==> src/rtl/instruction_loader_if.sv <==
// Loader-side handshake and memory write bundle for instruction_loader_mod.
// Host drives the load controls and word stream; the loader drives the byte port.
interface instruction_loader_if #(
    parameter int N = 10
);
    logic         start_i;
    logic [N-1:0] base_addr_i;
    logic [N-2:0] num_words_i;
    logic         word_valid_i;
    logic [31:0]  word_i;
    logic         word_ready_o;
    logic         mem_we_o;
    logic [N-1:0] mem_addr_o;
    logic [7:0]   mem_wdata_o;
    logic         busy_o;
    logic         done_o;
    logic         overflow_o;

    modport master (
        output start_i, base_addr_i, num_words_i,
        output word_valid_i, word_i,
        input  word_ready_o, mem_we_o, mem_addr_o,
        input  mem_wdata_o, busy_o, done_o, overflow_o
    );

    modport slave (
        input  start_i, base_addr_i, num_words_i,
        input  word_valid_i, word_i,
        output word_ready_o, mem_we_o, mem_addr_o,
        output mem_wdata_o, busy_o, done_o, overflow_o
    );
endinterface

==> src/rtl/instruction_loader_mod.sv <==
// Streams 32-bit words into byte-wide instruction memory, MSB at lowest address.
// Holds the core off with busy_o while a load session runs.
module instruction_loader_mod #(
    parameter int N = 10,
    parameter int M = 1024
) (
    input  logic               clk,
    input  logic               rst_n,
    instruction_loader_if.slave bus
);
    typedef enum logic [1:0] {
        IDLE,
        WAIT_WORD,
        WRITE,
        DONE
    } state_t;

    localparam logic [N-2:0] REM_ONE   = (N-1)'(1);
    localparam logic [N-1:0] LAST_WORD = N'(M - 4);
    localparam logic [N-1:0] ALIGN     = ~N'(3);

    state_t       state;
    logic [N-1:0] addr;
    logic [N-2:0] remaining;
    logic [31:0]  word_q;
    logic [1:0]   k;
    logic [1:0]   k_nx;
    logic [7:0]   next_byte;

    assign k_nx = k + 2'd1;

    always_comb begin
        next_byte = word_q[31:24];
        unique case (k_nx)
            2'd0: next_byte = word_q[31:24];
            2'd1: next_byte = word_q[23:16];
            2'd2: next_byte = word_q[15:8];
            2'd3: next_byte = word_q[7:0];
        endcase
    end

    always_ff @(posedge clk or negedge rst_n) begin
        if (!rst_n) begin
            state            <= IDLE;
            addr             <= '0;
            remaining        <= '0;
            word_q           <= '0;
            k                <= '0;
            bus.word_ready_o <= 1'b0;
            bus.mem_we_o     <= 1'b0;
            bus.mem_addr_o   <= '0;
            bus.mem_wdata_o  <= '0;
            bus.busy_o       <= 1'b0;
            bus.done_o       <= 1'b0;
            bus.overflow_o   <= 1'b0;
        end else begin
            // Byte port idles at zero unless a write is being presented.
            bus.mem_we_o    <= 1'b0;
            bus.mem_addr_o  <= '0;
            bus.mem_wdata_o <= '0;
            bus.done_o      <= 1'b0;
            unique case (state)
                IDLE: begin
                    if (bus.start_i) begin
                        addr           <= bus.base_addr_i & ALIGN;
                        remaining      <= bus.num_words_i;
                        bus.overflow_o <= 1'b0;
                        if (bus.num_words_i == '0) begin
                            state      <= DONE;
                            bus.done_o <= 1'b1;
                        end else begin
                            state            <= WAIT_WORD;
                            bus.word_ready_o <= 1'b1;
                            bus.busy_o       <= 1'b1;
                        end
                    end
                end
                WAIT_WORD: begin
                    if (bus.word_valid_i) begin
                        word_q           <= bus.word_i;
                        k                <= 2'd0;
                        state            <= WRITE;
                        bus.word_ready_o <= 1'b0;
                        bus.mem_we_o     <= 1'b1;
                        bus.mem_addr_o   <= addr;
                        bus.mem_wdata_o  <= bus.word_i[31:24];
                    end
                end
                WRITE: begin
                    if (k != 2'd3) begin
                        k               <= k_nx;
                        bus.mem_we_o    <= 1'b1;
                        bus.mem_addr_o  <= addr + {{(N-2){1'b0}}, k_nx};
                        bus.mem_wdata_o <= next_byte;
                    end else begin
                        remaining <= remaining - REM_ONE;
                        addr      <= addr + N'(4);
                        if (remaining == REM_ONE) begin
                            state      <= DONE;
                            bus.done_o <= 1'b1;
                            bus.busy_o <= 1'b0;
                        end else if (addr == LAST_WORD) begin
                            // Words remain but the next one would wrap to 0.
                            state          <= DONE;
                            bus.done_o     <= 1'b1;
                            bus.busy_o     <= 1'b0;
                            bus.overflow_o <= 1'b1;
                        end else begin
                            state            <= WAIT_WORD;
                            bus.word_ready_o <= 1'b1;
                        end
                    end
                end
                DONE: begin
                    state <= IDLE;
                end
                default: begin
                    state <= IDLE;
                end
            endcase
        end
    end
endmodule

==> src/flat_wrapper.sv <==
// flat-port wrapper written by rule: the top's interface ports become plain ports
module instruction_loader_mod_flat 
#(
    parameter int N = 10,
    parameter int M = 1024
)
  (clk, rst_n, bus_start_i, bus_base_addr_i, bus_num_words_i, bus_word_valid_i, bus_word_i, bus_word_ready_o, bus_mem_we_o, bus_mem_addr_o, bus_mem_wdata_o, bus_busy_o, bus_done_o, bus_overflow_o);
  instruction_loader_if #(.N(N)) bus_i ();
  input  logic clk;
  input  logic rst_n;
  input wire logic [$bits(bus_i.start_i)-1:0] bus_start_i;
  input wire logic [$bits(bus_i.base_addr_i)-1:0] bus_base_addr_i;
  input wire logic [$bits(bus_i.num_words_i)-1:0] bus_num_words_i;
  input wire logic [$bits(bus_i.word_valid_i)-1:0] bus_word_valid_i;
  input wire logic [$bits(bus_i.word_i)-1:0] bus_word_i;
  output wire logic [$bits(bus_i.word_ready_o)-1:0] bus_word_ready_o;
  output wire logic [$bits(bus_i.mem_we_o)-1:0] bus_mem_we_o;
  output wire logic [$bits(bus_i.mem_addr_o)-1:0] bus_mem_addr_o;
  output wire logic [$bits(bus_i.mem_wdata_o)-1:0] bus_mem_wdata_o;
  output wire logic [$bits(bus_i.busy_o)-1:0] bus_busy_o;
  output wire logic [$bits(bus_i.done_o)-1:0] bus_done_o;
  output wire logic [$bits(bus_i.overflow_o)-1:0] bus_overflow_o;
  assign bus_i.start_i = bus_start_i;
  assign bus_i.base_addr_i = bus_base_addr_i;
  assign bus_i.num_words_i = bus_num_words_i;
  assign bus_i.word_valid_i = bus_word_valid_i;
  assign bus_i.word_i = bus_word_i;
  assign bus_word_ready_o = bus_i.word_ready_o;
  assign bus_mem_we_o = bus_i.mem_we_o;
  assign bus_mem_addr_o = bus_i.mem_addr_o;
  assign bus_mem_wdata_o = bus_i.mem_wdata_o;
  assign bus_busy_o = bus_i.busy_o;
  assign bus_done_o = bus_i.done_o;
  assign bus_overflow_o = bus_i.overflow_o;
  instruction_loader_mod #(.N(N), .M(M)) u_core (.clk(clk), .rst_n(rst_n), .bus(bus_i));
endmodule
==> config.mk <==
export PLATFORM = sky130hd
export DESIGN_NAME = instruction_loader_mod_flat
export DESIGN_NICKNAME = d
export VERILOG_FILES = /design/src/rtl/instruction_loader_if.sv /design/src/rtl/instruction_loader_mod.sv /design/src/flat_wrapper.sv
export SDC_FILE = /design/constraint.sdc
export NUM_CORES = 1
export LEC_CHECK = 0
export BUFFER_PORTS_ARGS = -buffer_cell sky130_fd_sc_hd__buf_2
export CAP_MARGIN = 20
export CORE_MARGIN = 3
export CORE_UTILIZATION = 39
export CTS_CLUSTER_DIAMETER = 150
export CTS_CLUSTER_SIZE = 25
export DETAILED_ROUTE_END_ITERATION = 7
export RECOVER_POWER = 100
export SLEW_MARGIN = 20
export SYNTH_ARGS = -nofsm -noshare
export SYNTH_HDL_FRONTEND = slang
export SYNTH_SLANG_ARGS = --single-unit
==> constraint.sdc <==
create_clock -name clk -period 1.95 [get_ports clk]
set_input_delay 0.195 -clock clk [delete_from_list [all_inputs] [get_ports clk]]
set_output_delay 0.195 -clock clk [all_outputs]
set_load 0.02 [all_outputs]
# After elaboration in Yosys (flattened, before gate mapping)
# Index checks and enable logic that the tools add are counted.
# Widths: inputs -> output; s select.
[totals]
register_bits = 78
input_bits = 55
out_inout_bits = 23
wordCells = 95
[classes]
n_addsub = 4
n_eq_ne = 18
muxes = 48
reduce_logical = 13
[ops]
columns = ["operator", "n"]
rows = [
  ["$mux 10", 4],
  ["$pmux 10 s2", 2],
  ["$pmux 8 s4", 1],
  ["$mux 1", 20],
  ["$mux 9", 2],
  ["$pmux 9 s2", 1],
  ["$mux 2", 8],
  ["$mux 8", 2],
  ["$pmux 8 s2", 1],
  ["$ne 2x2->1 const B", 7],
  ["$add 10x2->10", 1],
  ["$add 10x3->10 const B", 1],
  ["$eq 10x10->1 const B", 1],
  ["$reduce_and 5->1", 2],
  ["$eq 9x1->1 const B", 1],
  ["$logic_not 9->1", 1],
  ["$reduce_and 3->1", 3],
  ["$sub 9x1->9 const B", 1],
  ["$eq 2x2->1 const B", 4],
  ["$pmux 1 s2", 4],
  ["$pmux 2 s4", 1],
  ["$reduce_and 7->1", 1],
  ["$eq 2x1->1 const B", 2],
  ["$logic_not 2->1", 2],
  ["8 further kinds", 10],
]

# Logic depth before layout (Yosys ltp)
# Gate-level depths: netlist (run 1).
[depth]
ltp_word = 5
depth_mapped = 9
depth_no_buf = 7

# Least setup slack after synthesis (run 1)
# No wires, ideal clock.
[synth_path]
kind = "reg2reg"
from = "register u_core.state[0]"
to = "register u_core.remaining[8]"
setup_time_ns = 0.137
arrival_time_ns = 1.907
required_ns = 1.813
path_slack_ns = -0.094
stages_incl_launch_ff = 10
path_buffers = 2
synth_period_minus_slack_ns = 2.044
path_cell_list = "dfrtp_1 inv_1 ha_1 nor2b_1 clkbuf_1 nor3_1 clkbuf_1 nand3_1 o21ai_0 a21oi_1"
[synth_between]
elab_chain_cells = 3
elab_cells_between_ends = 7
cone_classes = "3 x eq/ne; 1 x mux; 3 x reduce/logical"
[synth_rtl]
columns = ["element", "line", "rtl"]
rows = [
  ["start: declaration", "instruction_loader_mod.sv:22", "state_t state;"],
  ["start signal: assignment", "instruction_loader_mod.sv:44", "state <= IDLE;"],
  ["start signal: assignment", "instruction_loader_mod.sv:69", "state <= DONE;"],
  ["start signal: assignment", "instruction_loader_mod.sv:72", "state <= WAIT_WORD;"],
  ["$eq 2x2->1 / $logic_not 2->1 (equally long branches)", "instruction_loader_mod.sv:62", "unique case (state)"],
  ["$ne 2x2->1 (no line) / $reduce_bool 2->1 (equally long branches)", "n/a", ""],
  ["$reduce_and 3->1 (no line)", "n/a", ""],
  ["end signal: assignment", "instruction_loader_mod.sv:66", "remaining <= bus.num_words_i;"],
  ["end signal: assignment", "instruction_loader_mod.sv:96", "remaining <= remaining - REM_ONE;"],
  ["end: declaration", "instruction_loader_mod.sv:24", "logic [N-2:0] remaining;"],
]
# Several ways; a longest one is shown, not always the timed one.
# A chain may end at the register's enable or synchronous reset.

# Final worst setup path (run 1)
[layout_path]
from = "register u_core.remaining[3]"
to = "register u_core.state[1]"
[layout_between]
elab_chain_cells = 4
[layout_rtl]
columns = ["element", "line", "rtl"]
rows = [
  ["$eq 9x1->1", "instruction_loader_mod.sv:98", "if (remaining == REM_ONE) begin"],
  ["$mux 2", "instruction_loader_mod.sv:98", ""],
  ["$mux 2", "instruction_loader_mod.sv:90", "if (k != 2'd3) begin"],
  ["$pmux 2 s4", "instruction_loader_mod.sv:62", ""],
  ["end signal: assignment", "instruction_loader_mod.sv:69", ""],
  ["end signal: assignment", "instruction_loader_mod.sv:99", "state <= DONE;"],
  ["end signal: assignment", "instruction_loader_mod.sv:104", "state <= DONE;"],
]
# Every way passes these cells. The select of a mux whose other input is x is not followed.

==> results of run 1 <==
worst max-delay path: stages (launching register included):
cell and delay, ns:
dfrtp_1 0.39, or4_4 0.55, or4_4 0.45, o21ai_4 0.12
a21oi_2 0.09, o31ai_2 0.18
worst max path at each step:
| stage | slack, ns | depth (start not counted) | to | from |
|---|---|---|---|---|
| after floorplan | 0.01 | 8 | u_core.remaining[7] | u_core.state[0] |
| after global placement | -0.02 | 7 | u_core.bus.busy_o | u_core.state[1] |
| after detailed placement | -0.11 | 7 | u_core.bus.busy_o | u_core.state[1] |
| after CTS | 0.004 | 7 | u_core.bus.word_ready_o | u_core.state[1] |
| after global routing | -0.009 | 9 | u_core.remaining[3] | u_core.state[0] |
| final | 0.09 | 5 | u_core.state[1] | u_core.remaining[3] |
where the power goes:
part	leakage (nW)	switching [mW]	total, mW	internal, mW
registers	0.855	0.395	2.40	2.00
logic	1.18	1.89	3.33	1.44
clock network	0.0923	0.570	1.17	0.596
total	2.12	2.85	6.89	4.04
cells by family after synthesis:
family	Yosys count	share of synthesized area [%]
adder cells (fa/ha/maj)	12	4.47
other	1	0.112
buffers and inverters	32	3.61
multiplexers	7	2.08
AND/OR/NAND/NOR	161	22.9
flip-flops	68	50.6
AO/OA/AOI/OAI	84	16.2
sequential cells by signal, summed over array words and instances (netlist names), 2 cells and up:
name / flops
u_core.bus.mem_addr_o: 10
u_core.word_q: 24
u_core.remaining: 9
u_core.bus.mem_wdata_o: 8
u_core.state: 2
u_core.addr: 8
u_core.k: 2
routing by layer:
| layer | wire [um] | part of all wire, % |
|---|---|---|
| met5 | 0 | 0 |
| met4 | 59 | 0.70 |
| met3 | 414 | 4.9 |
| met2 | 4030 | 48 |
| met1 | 3960 | 47 |
metrics by stage:
step / setup slack (ns) / hold WS, ns / utilization (%) / setup TNS, ns / area (um^2)
after floorplan: 0.0103 / -0.101 / - / 0 / 3370
after global placement: -0.0207 / 0.212 / 49.1 / -0.0207 / 4080
after detailed placement: -0.106 / 0.224 / 49.1 / -0.152 / 4080
after CTS: 0.00437 / 0.0200 / 52.0 / 0 / 4310
after global routing: -0.00924 / 0.0298 / 52.1 / -0.0157 / 4320
final: 0.0865 / 0.0336 / 52.1 / 0 / 4320
what timing repair did:
action / 4_1_cts / 5_1_grt
resized for setup: 5 / 11
endpoints found under the hold margin: 68 / 0
setup endpoints to repair: 6 / 12
hold buffers: 1 / 0
gates cloned: 0 / 0
pin swaps: 2 / 3
setup buffers: 2 / 3
final cells by class:
type / instances / area, um^2 / share of cell area (%)
Tap cell: 105 / 131 / 3.04
Timing Repair Buffer: 117 / 662 / 15.3
Clock buffer: 9 / 124 / 2.87
Clock inverter: 7 / 75.1 / 1.74
Inverter: 10 / 37.5 / 0.869
Multi-Input combinational cell: 265 / 1590 / 36.8
Sequential cell: 68 / 1700 / 39.4
cells in the mapped netlist, drive strengths merged:
master and number:
a2111oi 1, a21bo 1, a21boi 4, a21o 1, a21oi 16, a221o 1, a222oi 8, a22o 1
a31oi 4, a32o 1, and2 14, and3 7, and3b 1, buf 4, clkbuf 18, conb 1
dfrtp 68, ha 12, inv 10, mux2i 7, nand2 96, nand2b 3, nand3 12, nor2 10
nor2b 4, nor3 3, nor3b 2, nor4 1, nor4b 1, o211ai 1, o21ai 33, o22ai 10
o31a 1, o31ai 1, or3 2, or3b 1, or4 3, or4b 1
==> reports/results.ini, run 1 <==
[run_status]
outcome=finished, final reports clean

[logic_synthesis]
synth_cell_types=43
synth_top_area_share_pct=50.6
synth_top_area_cell=dfrtp_1
synth_nets=432
avgSynthCellArea_um2=9.21
ys_ff_latch=68
synth_cells=365
yosys_warnings=0
synthesis.area_um2=3360
synth_area_leaders=dfrtp_1 51%, nand2_1 11%, o21ai_0 4.6%
yosysSeqAreaShare_pct=50.6

[floorplanning]
io_pins=78
die-area_um2=9770
die_w_um=98.8
core_area_um2=8300
num_rows=33
dieHeight_um=98.8
initial_core_util_pct=40.5

[timing]
setup_viol=0
period_share_pct=95.6
max-slew-margin-rel_pct=11.4
slew_viol_final=0
timing.final.crit_period_ns=1.86
hold_viol=0
tightest_slew_ns=1.33
skew_ns=0.00979
fmax_ghz=0.537

[critical_path]
endpoint_kind=flip-flop
cp_max_fo=4
cp.arrival_ns=2.12
ff2ff_setup_slack_ns=0.09
required_ns=2.20
critPathLaunchType=flip-flop
crit-reg2reg-launch=u_core.remaining[3]
r2r-end=u_core.state[1]
crit_type=reg2reg
ff2ff_path_depth=5

[clocking]
cts_tree=yes
cts-root-buf=clkbuf_8
cts.sink_count=68
clock_latency_ns=0.34
cts_buffers=9
clk_pin_slew_ns=0.08
htreeDepth=3
cts_max_path_buffers=2

[route]
drc=0
vias=2937
first_iter_violations=152
wire_per_inst_um=14.6
first_pass_iters=5
viasPerCell=5.06
routed_wl_um=8460
ant_nets=0

[pwr]
p_leak_nw=2.12
power_density_nw_per_um2=1590
worst_ir_drop_vdd_uv=738
total_power_mw=6.89

[grt]
met3_usage_pct=3.75
grt_pass1_wl_um=13900
grt_antenna_before_repair=0
use_met2_pct=27.2
use_met1_pct=25.3
overflow=0
grt_start_max_net_pins=44
grt_pass1_vias=2839
grt_util_all_layers_pct=17.8
top_usage_layer=met2

[worst_hold_path]
hold_path_startpoint=bus_word_i[20]
hold_end=u_core.word_q[20]
holdPathStages=3
hp-class=in2reg

[cells_and_area]
drive_above_1_share_pct=25.2
layout_commonest_cell=nand2_1
finalNonFillerCells=581
diodes=0
area_growth_pct=28.6
nets=538
fillCellCount=799
layout_common_cells=96 x nand2_1, 68 x dfrtp_1, 51 x buf_2, 30 x clkbuf_1, 30 x buf_4

[job]
drv_cap=0

[placed_design]
hpwl_um=6230
dp.cells=559
io_buffer_count=75
finalWeightedCongestion=0.827

Note: power is estimated with default switching activity, not from simulation.
==> inputs of run 2 (changes only) <==
--- a/config.mk
+++ b/config.mk
@@ -12,6 +12,7 @@
 export CTS_CLUSTER_DIAMETER = 150
 export CTS_CLUSTER_SIZE = 25
 export DETAILED_ROUTE_END_ITERATION = 7
+export HOLD_SLACK_MARGIN = 0.1
 export RECOVER_POWER = 100
 export SLEW_MARGIN = 20
 export SYNTH_ARGS = -nofsm -noshare
==> reports/results.ini, run 2 (synthesis results as in run 1) <==
[run_status]
outcome=finished, final reports clean

[timing]
setup_viol=0
layout_setup_ws_ns=0.0829
tightest_slew_ns=1.34
skew_ns=0.0103
hold_viol=0
hold_ws_ns=0.132
tns_ns=0
fmax_ghz=0.536
slew_viol_final=0
timing.final.crit_period_ns=1.87
max-slew-margin-rel_pct=10.9
period_share_pct=95.7

[floorplanning]
io_pins=78
initial_core_util_pct=40.5
die-area_um2=9770
die_w_um=98.8
dieHeight_um=98.8
num_rows=33
core_area_um2=8300

[cells_and_area]
reg_top3=u_core.word_q (24), u_core.bus.mem_addr_o (10), u_core.remaining (9)
diodes=0
design_area_um2=4580
nets=564
top_register=u_core.word_q
area_growth_pct=36.3
layout_commonest_cell=nand2_1
finalNonFillerCells=607
layout_common_cells=96 x nand2_1, 68 x dfrtp_1, 51 x buf_2, 30 x clkbuf_1, 30 x buf_4
largest_reg_flops=24
drive_above_1_share_pct=23.9

[route]
first_pass_iters=5
wire_per_inst_um=14.4
drc=0
viasPerCell=5.03
first_iter_violations=177
ant_nets=0
routed_wl_um=8740
vias=3053

[grt]
grt_pass1_wl_um=14400
grt_util_all_layers_pct=18.3
grt_pass1_vias=2945
overflow=0
grt_start_max_net_pins=44
grt_antenna_before_repair=0

[pwr]
p_sw_mw=2.88
p_comb_share_pct=48.7
power_density_nw_per_um2=1520
p_leak_nw=2.23
power_frac_clock_pct=16.8
p_seq_share_pct=34.5
internal_power_mw=4.07
worst_ir_drop_vdd_uv=740
p_sw_share_pct=41.5

[placed_design]
place_area_um2=4080
hpwl_um=6230
io_buffer_count=75
dp.cells=559
place_ws_ns=-0.106
finalWeightedCongestion=0.827

[worst_hold_path]
hp-class=in2reg

[clocking]
cts_max_path_buffers=2
htreeDepth=3
cts_tree=yes
clk_pin_slew_ns=0.08
clock_latency_ns=0.34
cts.sink_count=68
cts_buffers=9
cts-root-buf=clkbuf_8

[critical_path]
critPathLaunchType=flip-flop
critical_path_buf_inv_count=0
crit_slowest_cell=or4_4
cpMostUsedCell=or4_4
cp_max_fo=4
crit_chain=or4_4 -> or4_4 -> o21ai_4 -> a2111oi_4 -> mux2i_1
cpLargestDelayFamily=simple AND/OR/NAND/NOR gates
cp.arrival_ns=2.09
crit_type=reg2reg
required_ns=2.17
endpoint_kind=flip-flop
cpPeakStageDelay_ns=0.55

[job]
drv_cap=0

## run 2: what timing repair did
action	in CTS	in global routing
setup buffers	2	3
hold buffers	27	0
hold endpoints to repair	94	0
setup endpoints to repair	6	12
pin swaps	2	3
resized for setup	5	11
## run 2: worst paths after layout
| kind | depth (start not counted) | slack [ns] | to | from |
|---|---|---|---|---|
| min reg2reg | 2 | 0.48 | u_core.word_q[9] | u_core.word_q[9] |
| min in group asynchronous | 3 | 0.69 | u_core.word_q[12] | rst_n |
| max | 5 | 0.08 | u_core.bus.word_ready_o | u_core.remaining[3] |
| max reg2reg | 5 | 0.08 | u_core.bus.word_ready_o | u_core.remaining[3] |
| max in group asynchronous | 3 | 0.37 | u_core.bus.mem_addr_o[9] | rst_n |
| min | 3 | 0.13 | u_core.remaining[2] | bus_num_words_i[2] |
## run 2: layout make-up
cell class                      instances  area, um^2
Clock buffer                            9         124
Clock inverter                          7        75.1
Fill cell                             764        3720
Inverter                               10        37.5
Multi-Input combinational cell        265        1590
Sequential cell                        68        1700
Tap cell                              105         131
Timing Repair Buffer                  143         922
## run 2: through the flow
step	utilization, %	power, mW
6_report	55.2	6.95
5_1_grt	55.2	7.53
4_1_cts	55.1	6.94
3_5_place_dp	49.1	5.66
3_3_place_gp	49.1	5.57
2_1_floorplan	-	4.40
## run 2: power groups by stage
stage	Clock, mW	Sequential [mW]	Combinational [mW]
finish	1.17	2.40	3.39
global route	1.26	2.47	3.80
CTS	1.21	2.39	3.35
detailed placement	0	2.41	3.25
global placement	0	2.38	3.19
floorplan	0	2.52	1.88
## run 2: routing by layer
layer	wire [um]	up-vias	global-route usage [%]
met3	383	7	3.61
met5	0	-	0
met2	4160	76	27.9
met1	4150	1445	26.3
li1	-	1525	-
met4	50	0	5.78
## run 2: tightest hold or removal path: stages
cell     delay, ns
buf_2         0.09
o22ai_1       0.06
a21oi_1       0.10
==> inputs of run 3 (changes only) <==
--- a/config.mk
+++ b/config.mk
@@ -5,6 +5,7 @@
 export SDC_FILE = /design/constraint.sdc
 export NUM_CORES = 1
 export LEC_CHECK = 0
+export ABC_AREA = 1
 export BUFFER_PORTS_ARGS = -buffer_cell sky130_fd_sc_hd__buf_2
 export CAP_MARGIN = 20
 export CORE_MARGIN = 3
==> reports/results.ini, run 3 <==
[floorplanning]
io_pins=78
core_area_um2=8810
num_rows=34
initial_core_util_pct=40.7
die_w_um=102
die-area_um2=10400
dieHeight_um=102

[grt]
grt_antenna_before_repair=0
overflow=0
grt_util_all_layers_pct=18.8
grt_pass1_vias=3134
grt_pass1_wl_um=15300
grt_start_max_net_pins=69

[critical_path]
critPathLaunchType=flip-flop
required_ns=2.19
r2r-end=u_core.bus.mem_addr_o[8]
crit-reg2reg-launch=u_core.state[0]
ff2ff_setup_slack_ns=0.16
cp_max_fo=11
ff2ff_path_depth=7
crit_type=reg2reg
endpoint_kind=flip-flop
cp.arrival_ns=2.02
endpoint=u_core.bus.mem_addr_o[8]
crit_start=u_core.state[0]

[cells_and_area]
multi_input_area_um2=1620
drive_above_1_share_pct=14.6
final-seq-area_um2=1700
reg_top3=u_core.word_q (24), u_core.bus.mem_addr_o (10), u_core.remaining (9)
fillCellCount=843
nets=644
post-route-util_pct=51.8
diodes=0
largest_reg_flops=24
layout_commonest_cell=nand2_1
finalNonFillerCells=689
layout_common_cells=184 x nand2_1, 68 x dfrtp_1, 52 x buf_2, 40 x inv_1, 40 x nor2_1
area_growth_pct=27.2
top_register=u_core.word_q

[route]
vias=3211
wire_per_inst_um=13.2
ant_nets=0
routed_wl_um=9070
first_iter_violations=198
drc=0
viasPerCell=4.66
first_pass_iters=4

[clocking]
clock_latency_ns=0.35
cts_resized=0
cts_max_path_buffers=2
htreeDepth=3
cts_tree=yes
cts.sink_count=68
cts-root-buf=clkbuf_8
cts_buffers=9
clk_pin_slew_ns=0.07

[timing]
max-slew-margin-rel_pct=38.1
period_share_pct=91.6
tns_ns=0
rsz0062_at_grt=false
tightest_slew_ns=0.929
layout_setup_ws_ns=0.163
timing.final.crit_period_ns=1.79
skew_ns=0.0119
fmax_ghz=0.560
slew_viol_final=0
setup_viol=0
hold_viol=0

[logic_synthesis]
synth_common_cells=184 x nand2_1, 68 x dfrtp_1, 40 x inv_1, 39 x nor2_1, 29 x nand3_1
synth_top_family_by_area=simple AND/OR/NAND/NOR gates
synth_edf_count=0
synth_top_area_share_pct=47.5
synthesis.area_um2=3580
ys_ff_latch=68
synth_cells=469
synth_compound_area_share_pct=7.89
synth_area_leaders=dfrtp_1 47%, nand2_1 19%, ha_1 4.2%
yosysSeqAreaShare_pct=47.5
synthAdderAreaFrac_pct=4.19
synth_cell_types=30
synth_simple_gate_area_share_pct=31.2
synth_xor_area_share_pct=1.95
synth_top_area_cell=dfrtp_1
synthMuxAreaShare_pct=0
ys.flop_type=dfrtp_1
yosysMostFrequentCell=nand2_1
async_flop_share_pct=100
yosys_warnings=0
avgSynthCellArea_um2=7.64
synth_nets=536

[placed_design]
hpwl_um=6240
dp.cells=642
io_buffer_count=75
place_ws_ns=0.176
finalWeightedCongestion=0.865

[pwr]
power_density_nw_per_um2=1540
p_leak_nw=2.34
worst_ir_drop_vdd_uv=561

[job]
drv_cap=0

[run_status]
outcome=finished, final reports clean

[worst_hold_path]
hp-class=in2reg

==> run 3: changes by cell type in the layout (fill, tap and decap cells not counted), sizes merged, moves of 6 or more <==
cell / previous run / this run
nand2: 96 / 187
xor2: 0 / 6
nor2: 10 / 44
and2: 14 / 0
mux2i: 7 / 0
buf: 85 / 56
inv: 12 / 42
o21ai: 33 / 27
nand3: 12 / 29
and3: 7 / 0
a222oi: 8 / 0
o22ai: 10 / 2
==> run 3: layer usage <==
metal / GRT usage, % / share of wire, %
met1: 28.7 / 49
met2: 27.0 / 44
met3: 3.07 / 5.0
met4: 6.46 / 1.3
met5: 0 / 0
==> run 3: kinds of logic (layout without fill, tap and decap cells) <==
| family | Yosys count | in the layout |
|---|---|---|
| AO/OA/AOI/OAI | 53 | 53 |
| XOR/XNOR | 8 | 8 |
| adder cells (fa/ha/maj) | 12 | 12 |
| buffers and inverters | 60 | 172 |
| flip-flops | 68 | 68 |
| other | 1 | 1 |
| AND/OR/NAND/NOR | 267 | 267 |
==> run 3: critical path, cell delays in order, from the launching register on <==
cell and delay (ns):
dfrtp_1 0.41, inv_1 0.09, ha_1 0.34, inv_2 0.06, nor2_1 0.17, clkbuf_2 0.28
nand3_1 0.11, a21oi_1 0.22
==> run 3: through the flow <==
stage	area, um^2	total power, mW	hold WS [ns]
final	4560	7.02	0.117
after global routing	4560	7.69	0.114
after CTS	4620	7.17	0.102
after detailed placement	4080	5.79	0.250
after global placement	4080	5.71	0.246
after floorplan	3580	4.90	-0.101
==> run 3: how the worst min path moves through the flow <==
stage	startpoint	slack (ns)	endpoint	cells after the start
3_5_place_dp	rst_n	0.25	u_core.bus.mem_addr_o[3]	2
5_1_grt	bus_num_words_i[7]	0.11	u_core.remaining[7]	3
4_1_cts	bus_word_i[27]	0.10	u_core.bus.mem_wdata_o[3]	3
3_3_place_gp	rst_n	0.25	u_core.bus.mem_addr_o[3]	2
2_1_floorplan	rst_n	-0.10	u_core.addr[2]	0
6_report	bus_num_words_i[7]	0.12	u_core.remaining[7]	3
==> run 3: where the power goes <==
part / internal (mW) / switching (mW)
combinational: 1.13 / 2.19
sequential: 2.02 / 0.397
clock: 0.749 / 0.545
total: 3.89 / 3.13
==> run 3: what timing repair did <==
action | CTS | global route
endpoints found under the hold margin | 99 | 0
setup buffers | 0 | 0
hold buffers | 32 | 0
==> run 3: area by class of cell <==
type | instances | share of cell area [%]
Clock buffer | 11 | 3.10
Inverter | 42 | 3.46
Tap cell | 108 | 2.96
Multi-Input combinational cell | 341 | 35.5
Sequential cell | 68 | 37.3
Clock inverter | 4 | 1.62
Timing Repair Buffer | 115 | 16.0
